===== src/rtl/sar_searcher_pkg.sv =====
// Shared types and sizing helpers for the comparator-driven binary search engine.
package sar_searcher_pkg;

  typedef enum logic [1:0] {
    IDLE   = 2'd0,
    SEARCH = 2'd1,
    DONE   = 2'd2,
    FAIL   = 2'd3
  } sar_state_t;

  localparam int DEFAULT_WIDTH = 8;

  // Probe counter must hold WIDTH+1, the worst-case probe count.
  function automatic int steps_width(input int width);
    return $clog2(width + 2);
  endfunction

endpackage


===== src/rtl/sar_searcher_if.sv =====
// Handshake and result bundle between the searcher and its controller/comparator side.
interface sar_searcher_if
  import sar_searcher_pkg::*;
#(
  parameter int WIDTH = DEFAULT_WIDTH
);

  localparam int STEPS_W = steps_width(WIDTH);

  logic               start;
  logic               gr;
  logic               eq;
  logic               le;
  logic [WIDTH-1:0]   guess;
  logic               busy;
  logic               done;
  logic               fail;
  logic [WIDTH-1:0]   found;
  logic [STEPS_W-1:0] steps;

  // master: controller plus comparator; slave: the searcher itself.
  modport master (
    output start, gr, eq, le,
    input  guess, busy, done, fail, found, steps
  );

  modport slave (
    input  start, gr, eq, le,
    output guess, busy, done, fail, found, steps
  );

endinterface


===== src/rtl/sar_midpoint.sv =====
// Combinational midpoint of a [lo, hi] interval; the carry bit keeps the sum exact.
module sar_midpoint
  import sar_searcher_pkg::*;
#(
  parameter int WIDTH = DEFAULT_WIDTH
) (
  input  logic [WIDTH-1:0] lo,
  input  logic [WIDTH-1:0] hi,
  output logic [WIDTH-1:0] mid
);

  logic [WIDTH:0] sum_s;

  assign sum_s = {1'b0, lo} + {1'b0, hi};
  assign mid   = sum_s[WIDTH:1];

endmodule


===== src/rtl/sar_searcher.sv =====
// Sequential binary search: presents a trial value to a comparator and narrows
// [lo, hi] on the gr/le flags until eq, reporting the hit and probe count.
module sar_searcher
  import sar_searcher_pkg::*;
#(
  parameter int WIDTH = DEFAULT_WIDTH
) (
  input logic           clk,
  input logic           reset,
  sar_searcher_if.slave bus
);

  localparam int                 STEPS_W     = steps_width(WIDTH);
  localparam logic [WIDTH-1:0]   ALL_ONES    = {WIDTH{1'b1}};
  localparam logic [WIDTH-1:0]   FIRST_GUESS = ALL_ONES >> 1;
  localparam logic [WIDTH-1:0]   ONE_W       = {{(WIDTH-1){1'b0}}, 1'b1};
  localparam logic [STEPS_W-1:0] ONE_STEP    = {{(STEPS_W-1){1'b0}}, 1'b1};
  localparam logic [2:0]         FLAG_GR     = 3'b100;
  localparam logic [2:0]         FLAG_EQ     = 3'b010;
  localparam logic [2:0]         FLAG_LE     = 3'b001;

  sar_state_t         state_r, state_next_s;
  logic [WIDTH-1:0]   lo_r, lo_next_s, lo_cand_s;
  logic [WIDTH-1:0]   hi_r, hi_next_s, hi_cand_s;
  logic [WIDTH-1:0]   guess_r, guess_next_s, mid_s;
  logic [WIDTH-1:0]   found_r, found_next_s;
  logic [STEPS_W-1:0] steps_r, steps_next_s;
  logic               busy_r, busy_next_s;
  logic               done_r, done_next_s;
  logic               fail_r, fail_next_s;
  logic [2:0]         flags_s;

  assign flags_s = {bus.gr, bus.eq, bus.le};

  // Candidate interval bounds after this probe; only meaningful for gr/le.
  always_comb begin
    lo_cand_s = lo_r;
    hi_cand_s = hi_r;
    if (flags_s == FLAG_LE) begin
      lo_cand_s = guess_r + ONE_W;
    end else if (flags_s == FLAG_GR) begin
      hi_cand_s = guess_r - ONE_W;
    end else begin
      lo_cand_s = lo_r;
      hi_cand_s = hi_r;
    end
  end

  sar_midpoint #(.WIDTH(WIDTH)) u_midpoint (
    .lo  (lo_cand_s),
    .hi  (hi_cand_s),
    .mid (mid_s)
  );

  // Next-state and next-output logic.
  always_comb begin
    state_next_s = state_r;
    lo_next_s    = lo_r;
    hi_next_s    = hi_r;
    guess_next_s = guess_r;
    found_next_s = found_r;
    steps_next_s = steps_r;
    case (state_r)
      IDLE, DONE, FAIL: begin
        if (bus.start) begin
          state_next_s = SEARCH;
          lo_next_s    = {WIDTH{1'b0}};
          hi_next_s    = ALL_ONES;
          guess_next_s = FIRST_GUESS;
          steps_next_s = {STEPS_W{1'b0}};
        end else begin
          state_next_s = state_r;
        end
      end
      SEARCH: begin
        steps_next_s = steps_r + ONE_STEP;
        case (flags_s)
          FLAG_EQ: begin
            found_next_s = guess_r;
            state_next_s = DONE;
          end
          FLAG_GR: begin
            // Guess already at the floor: the target lies outside the interval.
            if (guess_r == lo_r) begin
              state_next_s = FAIL;
            end else begin
              hi_next_s    = hi_cand_s;
              guess_next_s = mid_s;
            end
          end
          FLAG_LE: begin
            if (guess_r == hi_r) begin
              state_next_s = FAIL;
            end else begin
              lo_next_s    = lo_cand_s;
              guess_next_s = mid_s;
            end
          end
          default: state_next_s = FAIL;
        endcase
      end
      default: state_next_s = IDLE;
    endcase
  end

  // Status outputs are registered views of the state being entered.
  always_comb begin
    busy_next_s = (state_next_s == SEARCH);
    done_next_s = (state_r == SEARCH) && (state_next_s == DONE);
    fail_next_s = (state_r == SEARCH) && (state_next_s == FAIL);
  end

  // State and output registers.
  always_ff @(posedge clk or posedge reset) begin
    if (reset) begin
      state_r <= IDLE;
      lo_r    <= {WIDTH{1'b0}};
      hi_r    <= ALL_ONES;
      guess_r <= {WIDTH{1'b0}};
      found_r <= {WIDTH{1'b0}};
      steps_r <= {STEPS_W{1'b0}};
      busy_r  <= 1'b0;
      done_r  <= 1'b0;
      fail_r  <= 1'b0;
    end else begin
      state_r <= state_next_s;
      lo_r    <= lo_next_s;
      hi_r    <= hi_next_s;
      guess_r <= guess_next_s;
      found_r <= found_next_s;
      steps_r <= steps_next_s;
      busy_r  <= busy_next_s;
      done_r  <= done_next_s;
      fail_r  <= fail_next_s;
    end
  end

  assign bus.guess = guess_r;
  assign bus.found = found_r;
  assign bus.steps = steps_r;
  assign bus.busy  = busy_r;
  assign bus.done  = done_r;
  assign bus.fail  = fail_r;

endmodule


===== src/flat_wrapper.sv =====
// flat-port wrapper written by rule: the top's interface ports become plain ports
module sar_searcher_flat import sar_searcher_pkg::*;
#(
  parameter int WIDTH = DEFAULT_WIDTH
)
  (clk, reset, bus_start, bus_gr, bus_eq, bus_le, bus_guess, bus_busy, bus_done, bus_fail, bus_found, bus_steps);
  sar_searcher_if #(.WIDTH(WIDTH)) bus_i ();
  input logic clk;
  input logic reset;
  input wire logic [$bits(bus_i.start)-1:0] bus_start;
  input wire logic [$bits(bus_i.gr)-1:0] bus_gr;
  input wire logic [$bits(bus_i.eq)-1:0] bus_eq;
  input wire logic [$bits(bus_i.le)-1:0] bus_le;
  output wire logic [$bits(bus_i.guess)-1:0] bus_guess;
  output wire logic [$bits(bus_i.busy)-1:0] bus_busy;
  output wire logic [$bits(bus_i.done)-1:0] bus_done;
  output wire logic [$bits(bus_i.fail)-1:0] bus_fail;
  output wire logic [$bits(bus_i.found)-1:0] bus_found;
  output wire logic [$bits(bus_i.steps)-1:0] bus_steps;
  assign bus_i.start = bus_start;
  assign bus_i.gr = bus_gr;
  assign bus_i.eq = bus_eq;
  assign bus_i.le = bus_le;
  assign bus_guess = bus_i.guess;
  assign bus_busy = bus_i.busy;
  assign bus_done = bus_i.done;
  assign bus_fail = bus_i.fail;
  assign bus_found = bus_i.found;
  assign bus_steps = bus_i.steps;
  sar_searcher #(.WIDTH(WIDTH)) u_core (.clk(clk), .reset(reset), .bus(bus_i));
endmodule

===== config.mk =====
export PLATFORM = sky130hd
export DESIGN_NAME = sar_searcher_flat
export DESIGN_NICKNAME = d
export VERILOG_FILES = /design/src/rtl/sar_searcher_pkg.sv /design/src/rtl/sar_searcher_if.sv /design/src/rtl/sar_midpoint.sv /design/src/rtl/sar_searcher.sv /design/src/flat_wrapper.sv
export SDC_FILE = /design/constraint.sdc
export NUM_CORES = 1
export LEC_CHECK = 0
export CAP_MARGIN = 10
export CELL_PAD_IN_SITES_DETAIL_PLACEMENT = 0
export CELL_PAD_IN_SITES_GLOBAL_PLACEMENT = 1
export CORE_AREA = 10 10 100 102
export CTS_BUF_LIST = sky130_fd_sc_hd__clkbuf_16
export DETAILED_ROUTE_END_ITERATION = 10
export DIE_AREA = 0 0 110 112
export GPL_TIMING_DRIVEN = 0
export PLACE_DENSITY_LB_ADDON = 0.15
export SETUP_SLACK_MARGIN = 0.15
export SLEW_MARGIN = 20
export SYNTH_ARGS = -nofsm -noshare
export SYNTH_HDL_FRONTEND = slang
export SYNTH_SLANG_ARGS = --single-unit
export TNS_END_PERCENT = 100

===== constraint.sdc =====
create_clock -name clk -period 2.45 [get_ports clk]
set_input_delay 0.245 -clock clk [delete_from_list [all_inputs] [get_ports clk]]
set_output_delay 0.245 -clock clk [all_outputs]
set_load 0.01 [all_outputs]

Yosys cells after proc, flatten, opt, wreduce, memory -nomap -nowiden
Cells that the tools add are included.
{"block": "totals", "reg_bits": 41, "inputBits": 6, "word_cells": 63}
{"block": "classes", "addsub": 4, "n_eq_ne": 19, "mux": 23, "n_reduce_logical": 8}
{"cell": "2-to-1 mux 8 bit", "n": 12}
{"cell": "one-hot mux 8 bit (2 select lines)", "n": 4}
{"cell": "equality test 8 bit", "n": 2}
{"cell": "adder 8 x 8 -> 9 bit", "n": 1}
{"cell": "adder 8 x 1 -> 8 bit (second input constant)", "n": 1}
{"cell": "equality test 2 bit (second input constant)", "n": 4}
{"cell": "one-hot mux 4 bit (2 select lines)", "n": 1}
{"cell": "subtractor 8 x 1 -> 8 bit (second input constant)", "n": 1}
{"cell": "2-to-1 mux 2 bit", "n": 3}
{"cell": "inequality test 2 bit (second input constant)", "n": 3}
{"cell": "inequality test 3 bit (second input constant)", "n": 2}
{"cell": "one-hot mux 2 bit (3 select lines)", "n": 1}
{"cell": "AND reduction 3 bit", "n": 2}
{"cell": "adder 4 x 1 -> 4 bit (second input constant)", "n": 1}
{"cell": "equality test 2 x 1 -> 1 bit (second input constant)", "n": 2}
{"cell": "2-to-1 mux 4 bit", "n": 1}
{"cell": "inequality test 2 x 1 -> 1 bit (second input constant)", "n": 2}
{"cell": "one-hot mux 2 bit (2 select lines)", "n": 1}
{"cell": "AND reduction 4 bit", "n": 1}
{"cell": "equality test 3 x 1 -> 1 bit (second input constant)", "n": 1}
{"cell": "equality test 3 x 2 -> 1 bit (second input constant)", "n": 1}
{"cell": "equality test 3 bit (second input constant)", "n": 1}
{"cell": "inequality test 3 x 1 -> 1 bit (second input constant)", "n": 1}
{"cell": "OR reduction 3 bit", "n": 1}
{"cell": "other kinds (3)", "n": 4}

Longest topological paths before layout
Gate-level depths: netlist of run 1.
{"block": "depth", "depth_word": 7, "ltp_mapped": 13}

Cells and area by module
From an unflattened synthesis of run 1, not the netlist that was laid out.
{"block": "unflattened", "cells_unflattened": 289, "area_unflattened_um2": 2728.9}
{"module": "sar_searcher", "instances": 1, "cells_each": 249, "area_per_inst_um2": 2399.8, "seq_area_each_um2": 1036.0}
{"module": "sar_midpoint", "instances": 1, "cells_each": 40, "area_per_inst_um2": 329.1, "seq_area_each_um2": 0.0}

Worst setup path after synthesis of run 1
OpenSTA, ideal clock, no wires.
{"block": "synth_timing", "path_kind": "reg2reg", "startpoint": "register u_core.guess_r[0] (netlist: u_core.bus.guess[0])", "endpoint": "register u_core.guess_r[6] (netlist: u_core.bus.guess[6])", "setup_time_ns": 0.131, "arrival_time_ns": 2.548, "required_time_ns": 2.319, "slack_ns": -0.229, "stages_incl_launch_ff": 13, "path_buffers": 1, "path_cell_list": "dfrtp_1 -> buf_2 -> inv_1 -> ha_1 -> mux2_2 -> ha_1 -> and2_1 -> nand2_1 -> o2111ai_1 -> o211ai_1 -> o31ai_1 -> xnor2_1 -> a21oi_1"}
{"block": "synth_via", "elab_chain_len": 7, "elab_cells_between_ends": 15}
{"element": "from (decl)", "line_no": "sar_searcher.sv:25", "rtl": "logic [WIDTH-1:0] guess_r, guess_next_s, mid_s;"}
{"element": "from (signal assigned)", "line_no": "sar_searcher.sv:119", "rtl": "guess_r <= {WIDTH{1'b0}};"}
{"element": "from (signal assigned)", "line_no": "sar_searcher.sv:129", "rtl": "guess_r <= guess_next_s;"}
{"element": "subtractor 8 x 1 -> 8 bit", "line_no": "sar_searcher.sv:42", "rtl": "hi_cand_s = guess_r - ONE_W;"}
{"element": "2-to-1 mux 8 bit", "line_no": "sar_searcher.sv:41", "rtl": "end else if (flags_s == FLAG_GR) begin"}
{"element": "2-to-1 mux 8 bit", "line_no": "sar_searcher.sv:39", "rtl": "if (flags_s == FLAG_LE) begin"}
{"element": "adder 8 x 8 -> 9 bit", "line_no": "sar_midpoint.sv:14", "rtl": "assign sum_s = {1'b0, lo} + {1'b0, hi};"}
{"element": "2-to-1 mux 8 bit, on equally long branches", "line_no": "sar_searcher.sv:92, sar_searcher.sv:84"}
{"element": "one-hot mux 8 bit (2 select lines)", "line_no": "sar_searcher.sv:77", "rtl": "case (flags_s)"}
{"element": "one-hot mux 8 bit (2 select lines)", "line_no": "sar_searcher.sv:63", "rtl": "case (state_r)"}
Parallel ways exist; a longest one is shown, timed or not. The select of a mux whose other input is x is not followed.
A chain may end at the register's enable or synchronous reset.

Final worst setup path of run 1
{"block": "layout_timing", "startpoint": "register u_core.guess_r[1] (netlist: u_core.bus.guess[1])", "endpoint": "register u_core.guess_r[6] (netlist: u_core.bus.guess[6])"}
Same word-level chain as after synthesis.

==> results of run 1 <==
[cell type report]
cell class / count / area (um2) / area share
timing repair buffer: 54 / 513 / 0.138
sequential: 41 / 1040 / 0.279
buffer: 17 / 136 / 0.0368
clock buffer: 5 / 125 / 0.0337
multi-input combinational: 221 / 1690 / 0.456
clock inverter: 3 / 37.5 / 0.0101
tap: 105 / 131 / 0.0354
inverter: 9 / 38.8 / 0.0105
[per-stage QoR]
step,setup WS (ps),utilization
after detailed placement,-1190,0.379
after floorplan,-90.9,-
after global routing,-246,0.460
after CTS,-75.7,0.442
final,-103,0.460
after global placement,-1170,0.377
[placed cells by master (no fill, tap or decap), types with 4 or more instances in the layout]
master / n
a21oi_1: 15
a21oi_2: 7
buf_2: 5
buf_4: 24
buf_6: 4
clkbuf_1: 4
clkbuf_16: 7
clkdlybuf4s50_1: 25
dfrtp_1: 33
dfstp_2: 8
ha_1: 5
inv_1: 7
mux2_2: 5
nand2_1: 32
nor2_1: 34
nor3_1: 4
nor4_2: 4
o21ai_0: 19
xnor2_1: 9
xnor2_2: 4
xor2_1: 19
[critical path: stages, from the launching register on]
cell and delay [ps]:
dfrtp_1 390, buf_6 140, inv_4 50, ha_4 200, mux2_4 280, ha_4 270
and2_4 150, o2111ai_2 130, o2111ai_2 100, o211ai_1 160, o31ai_2 300, xnor2_1 150
a21oi_1 90
[per-layer routing]
layer  wire length [um]  global-route usage  vias to the layer above  part of all wire
met5                  0                   0                        -                 0
met2               3790               0.208                       38              0.49
li1                   -                   -                     1109                 -
met1               3480               0.169                     1065              0.45
met4                 75              0.0313                        0            0.0098
met3                319              0.0225                        7             0.042
[power breakdown]
| group | switching, mW | internal [mW] | total (mW) |
|---|---|---|---|
| clock network | 0.273 | 0.474 | 0.747 |
| logic | 1.17 | 1.11 | 2.28 |
| registers | 0.153 | 0.881 | 1.03 |
[cell families after synthesis]
logic type               count (synthesis)
multiplexers                             7
adder cells (fa/ha/maj)                 11
flip-flops                              41
XOR/XNOR                                34
AO/OA/AOI/OAI                           66
AND/OR/NAND/NOR                        103
buffers and inverters                   26
[flip-flops by register name (all words and copies together) (netlist names)]
name,flops
u_core.bus.found,8
u_core.bus.busy,1
u_core.bus.steps,4
u_core.bus.fail,1
u_core.state_r,2
u_core.lo_r,8
u_core.bus.done,1
u_core.hi_r,8
u_core.bus.guess,8
[timing repair]
action                     in CTS  in global routing
cloned                          0                  1
resized for setup              41                 22
setup endpoints to repair      19                  9
pin swaps                      19                 12
buffers inserted               22                  3
[path summary, 6_finish.rpt]
check                                                  end  slack [ps]  cells after the start
setup / recovery           u_core.bus.guess[6]$_DFFE_PP0P_        -100                     12
hold / removal             u_core.bus.steps[0]$_DFFE_PP0P_         250                      2
setup reg to reg           u_core.bus.guess[6]$_DFFE_PP0P_        -100                     12
hold reg to reg            u_core.bus.found[0]$_DFFE_PP0P_         480                      2
max in group asynchronous       u_core.hi_r[7]$_DFFE_PP1P_        1650                      3
min in group clk                u_core.lo_r[0]$_DFFE_PP0P_         380                      4
==> flow_metrics.tcl, run 1 <==
set metrics [dict create \
    synth.cell_area_um2 2560 \
    remaining_drc_errors 0 \
    start_util 0.318 \
    synth.top_cell.area_share 0.322 \
    ys.warnings.count 0 \
    core_um2 8050 \
    synthArstFlopShare 1.00 \
    cp.required_ps 2600 \
    grt_max_degree 30 \
    drtIter0Drc 89 \
    critPathLaunchType "register" \
    place_area_um2 3050 \
    synthTopCellsByCount "nor2_1 (36), dfrtp_1 (33), nand2_1 (33), a21oi_1 (23), o21ai_0 (22)" \
    status "finished with violations" \
    synth_cell_types 45 \
    ys_seq_elements 41 \
    synth-seq-area-share 0.404 \
    r2r_start "u_core.bus.guess[1]$_DFFE_PP0P_" \
    via_per_inst 4.88 \
    grt_pass1_wl_um 12400 \
    finalHoldViolations 0 \
    worstSetupPathType "reg2reg" \
    place_congestion 0.796 \
    syn-num-nets 305 \
    cts_root_buf "clkbuf_16" \
    yosys-top-cells-area "dfrtp_1 (32%), dfstp_2 (8.2%), xor2_1 (6.8%)" \
    yosysMostFrequentCell "nor2_1" \
    cp-startpoint "u_core.bus.guess[1]$_DFFE_PP0P_" \
    post-place-cells 421 \
    synthCells 288 \
    avgSynthCellArea_um2 8.90 \
    ys.flop_type "dfrtp_1" \
    synth-edff-count 0 \
    synth_mux_area_frac 0.0303 \
    slew_viol_final 0 \
    fmax_ghz 0.392 \
    p_per_area_nw_per_um2 1100 \
    wire_per_inst_um 16.9 \
    die-area_um2 12300 \
    cts_buffers 5 \
    ant_nets 0 \
    maxCapViolations 0 \
    clk_latency_ps 280 \
    p_leak_nw 1.52 \
    placementRows 33 \
    clk_pin_slew_ps 60 \
    violations "negative setup slack" \
    grtUsageTotal 0.128 \
    setup_viol 3 \
    clock_sinks 41 \
    fin_total_pwr_mw 4.06 \
    setup_tns_ps -148 \
    cp_max_fo 3 \
    dr.pass1.iters 4 \
    hold_buffers 0 \
    tritoncts "done" \
    hp-class "in2async" \
    grt_overflow 0 \
    wl_um 7670 \
    maxSlewHeadroom 0.605 \
    antenna_found_initial 0 \
    io_pins 29 \
    crit_arrival_ps 2700 \
    final_cells 455 \
    worst_pin_slew_ps 592 \
    grt_pass1_vias 2245 \
    fin_skew_ps 5.10 \
    synth-simple-area-share 0.190 \
    yosys.area.top_type "dfrtp_1" \
    ir_drop_uv 313 \
    period_needed_ps 2550 \
    htree_levels 2 \
    num-fill-cells 780 \
    synth-compound-area-share 0.157 \
    final_area_um2 3710 \
    synthXorXnorAreaFrac 0.119 \
    rsz0062_at_grt "true" \
    die_height_um 112 \
    die_x_um 110 \
    period_share 1.04 \
    diodes 0 \
    synth_top_family_by_area "simple AND/OR/NAND/NOR gates" \
    syn_to_final_growth_pct 44.7 \
    holdWs_ps 247 \
    end_kind "register" \
    synthAdderAreaFrac 0.0566 \
    portBuffers 27 \
    nets 366 \
    cts_buffer_depth 2 \
    dpl.hpwl_um 5360 \
    drive_gt1_frac 0.326 \
    layout_setup_ws_ps -103 \
    vias 2219 \
]
(Power assumes the default switching activity.)
==> inputs of run 2 (changes only) <==
--- a/config.mk
+++ b/config.mk
@@ -5,7 +5,7 @@
 export SDC_FILE = /design/constraint.sdc
 export NUM_CORES = 1
 export LEC_CHECK = 0
-export CAP_MARGIN = 10
+export CAP_MARGIN = 20
 export CELL_PAD_IN_SITES_DETAIL_PLACEMENT = 0
 export CELL_PAD_IN_SITES_GLOBAL_PLACEMENT = 1
 export CORE_AREA = 10 10 100 102
==> results of run 2 <==
Same layout as run 1: the final DEF is identical, and so are final timing and power.
==> inputs of run 3 (changes only) <==
--- a/config.mk
+++ b/config.mk
@@ -7,11 +7,11 @@
 export LEC_CHECK = 0
 export CAP_MARGIN = 20
 export CELL_PAD_IN_SITES_DETAIL_PLACEMENT = 0
-export CELL_PAD_IN_SITES_GLOBAL_PLACEMENT = 1
-export CORE_AREA = 10 10 100 102
+export CELL_PAD_IN_SITES_GLOBAL_PLACEMENT = 2
+export CORE_AREA = 10 10 102 104
 export CTS_BUF_LIST = sky130_fd_sc_hd__clkbuf_16
 export DETAILED_ROUTE_END_ITERATION = 10
-export DIE_AREA = 0 0 110 112
+export DIE_AREA = 0 0 112 114
 export GPL_TIMING_DRIVEN = 0
 export PLACE_DENSITY_LB_ADDON = 0.15
 export SETUP_SLACK_MARGIN = 0.15
==> run 3 against run 2 <==
The flow still finishes with violations (negative setup slack). Clock power hardly changed. Core utilization shrank 3.4 points. Hold slack gained 89 ps. Critical path depth shrank 1. Non-clock buffer count down 4. Sequential cell count did not move. Via count is 1.4% higher. First-iteration DRC count up 45%.
==> flow_metrics.tcl, run 3 (synthesis gave the netlist of run 1 again) <==
set metrics [dict create \
    status "finished with violations" \
    violations "negative setup slack" \
    syn_to_final_growth_pct 40.9 \
    cp-startpoint "u_core.bus.guess[0]$_DFFE_PP0P_" \
    start_util 0.303 \
    setup_viol 3 \
    holdWs_ps 336 \
    fin_total_pwr_mw 3.93 \
    tritoncts "done" \
    worst_pin_slew_ps 608 \
    drive_gt1_frac 0.292 \
    slew_viol_final 0 \
    fmax_ghz 0.399 \
    rsz0062_at_grt "true" \
    endpoint "u_core.bus.guess[7]$_DFFE_PP0P_" \
    period_needed_ps 2500 \
    remaining_drc_errors 0 \
    htree_levels 2 \
    core_um2 8470 \
    layout_setup_ws_ps -53.4 \
    end_kind "register" \
    dpl.hpwl_um 5650 \
    maxCapViolations 0 \
    hp-class "in2async" \
    io_pins 29 \
    regToRegEndpoint "u_core.bus.guess[7]$_DFFE_PP0P_" \
    die_height_um 114 \
    crit_arrival_ps 2670 \
    layout_common_cells "nor2_1 (36), dfrtp_1 (33), nand2_1 (32), clkdlybuf4s50_1 (25), buf_4 (23)" \
    r2r_slack_ps -50 \
    fin_skew_ps 4.24 \
    p_per_area_nw_per_um2 1090 \
    p_leak_nw 1.45 \
    critPathLaunchType "register" \
    wire_per_inst_um 17.2 \
    die_x_um 112 \
    dr.pass1.iters 5 \
    cts_root_buf "clkbuf_16" \
    nets 362 \
    placementRows 34 \
    cp_max_fo 3 \
    worstSetupPathType "reg2reg" \
    grt_max_degree 24 \
    post-route-util 0.426 \
    drtIter0Drc 129 \
    grt_overflow 0 \
    clock_sinks 41 \
    finalHoldViolations 0 \
    r2r_start "u_core.bus.guess[0]$_DFFE_PP0P_" \
    ir_drop_uv 309 \
    diodes 0 \
    antenna_found_initial 0 \
    num-fill-cells 841 \
    grtUsageTotal 0.126 \
    via_per_inst 4.96 \
    place_congestion 0.802 \
    cts_buffer_depth 2 \
    clk_latency_ps 280 \
    cp.required_ps 2620 \
    grt_pass1_vias 2342 \
    vias 2251 \
    period_share 1.02 \
    die-area_um2 12800 \
    clk_pin_slew_ps 60 \
    wl_um 7790 \
    ant_nets 0 \
    grt_pass1_wl_um 13000 \
    cts_buffers 5 \
    maxSlewHeadroom 0.595 \
    final_common_cell "nor2_1" \
    portBuffers 27 \
    r2r_cells 11 \
]
[run 3: cell count changes in the layout (fill, tap and decap cells not counted), moves of 2 or more]
cell / previous run / this run
nor2_4: 2 / 0
nor2_1: 34 / 36
xnor2_2: 4 / 1
xnor2_1: 9 / 12
buf_6: 4 / 2
[run 3: area by class of cell]
type,instances,area (um2),area share
multi-input combinational,221,1630,0.452
sequential,41,1040,0.287
timing repair buffer,50,478,0.132
tap,108,135,0.0374
buffer,17,128,0.0354
clock buffer,5,125,0.0347
inverter,9,38.8,0.0107
clock inverter,3,37.5,0.0104
[run 3: worst min-delay path by stage]
stage | start | to | slack [ps]
finish | reset | u_core.bus.steps[2]$_DFFE_PP0P_ | 340
global placement | u_core.bus.found[0]$_DFFE_PP0P_ | u_core.bus.found[0]$_DFFE_PP0P_ | 460
global route | bus_eq | u_core.lo_r[0]$_DFFE_PP0P_ | 350
CTS | bus_eq | u_core.lo_r[0]$_DFFE_PP0P_ | 330
floorplan | bus_start | u_core.state_r[1]$_DFF_PP0_ | 340
detailed placement | u_core.bus.found[0]$_DFFE_PP0P_ | u_core.bus.found[0]$_DFFE_PP0P_ | 470
[run 3: worst max-delay path, cell delays in order (launching register included)]
cell	delay [ps]
dfrtp_1	400
buf_6	140
inv_4	50
ha_4	200
mux2_4	280
buf_4	150
fa_2	360
a21o_1	220
a21oi_4	180
o31ai_4	100
a211oi_2	220
o22ai_1	80
[run 3: repair_timing]
item | 4_1_cts | 5_1_grt
buffers inserted | 19 | 3
endpoints found under the setup margin | 19 | 11
gates resized for setup | 39 | 7
pin swaps | 21 | 8
hold buffers | 0 | 0
[run 3: report_power, final]
group	total, mW	internal, mW	switching, mW
Clock	0.746	0.474	0.272
Combinational	2.15	1.03	1.11
Sequential	1.04	0.881	0.155
Total	3.93	2.39	1.54
[run 3: metal layers]
| metal | routed length [um] | part of all wire | GRT usage |
|---|---|---|---|
| met1 | 3710 | 0.48 | 0.162 |
| met5 | 0 | 0 | 0 |
| met2 | 3810 | 0.49 | 0.213 |
| met4 | 76 | 0.0098 | 0.0305 |
| met3 | 194 | 0.025 | 0.0236 |
[run 3: metrics by stage]
stage,setup slack [ps],std cells,setup TNS (ps),cell area [um2]
after CTS,-88.6,451,-229,3560
after global placement,-1260,423,-9170,3040
final,-53.4,454,-101,3610
after detailed placement,-1260,424,-8410,3070
after floorplan,-90.9,288,-90.9,2630
after global routing,-198,454,-639,3610
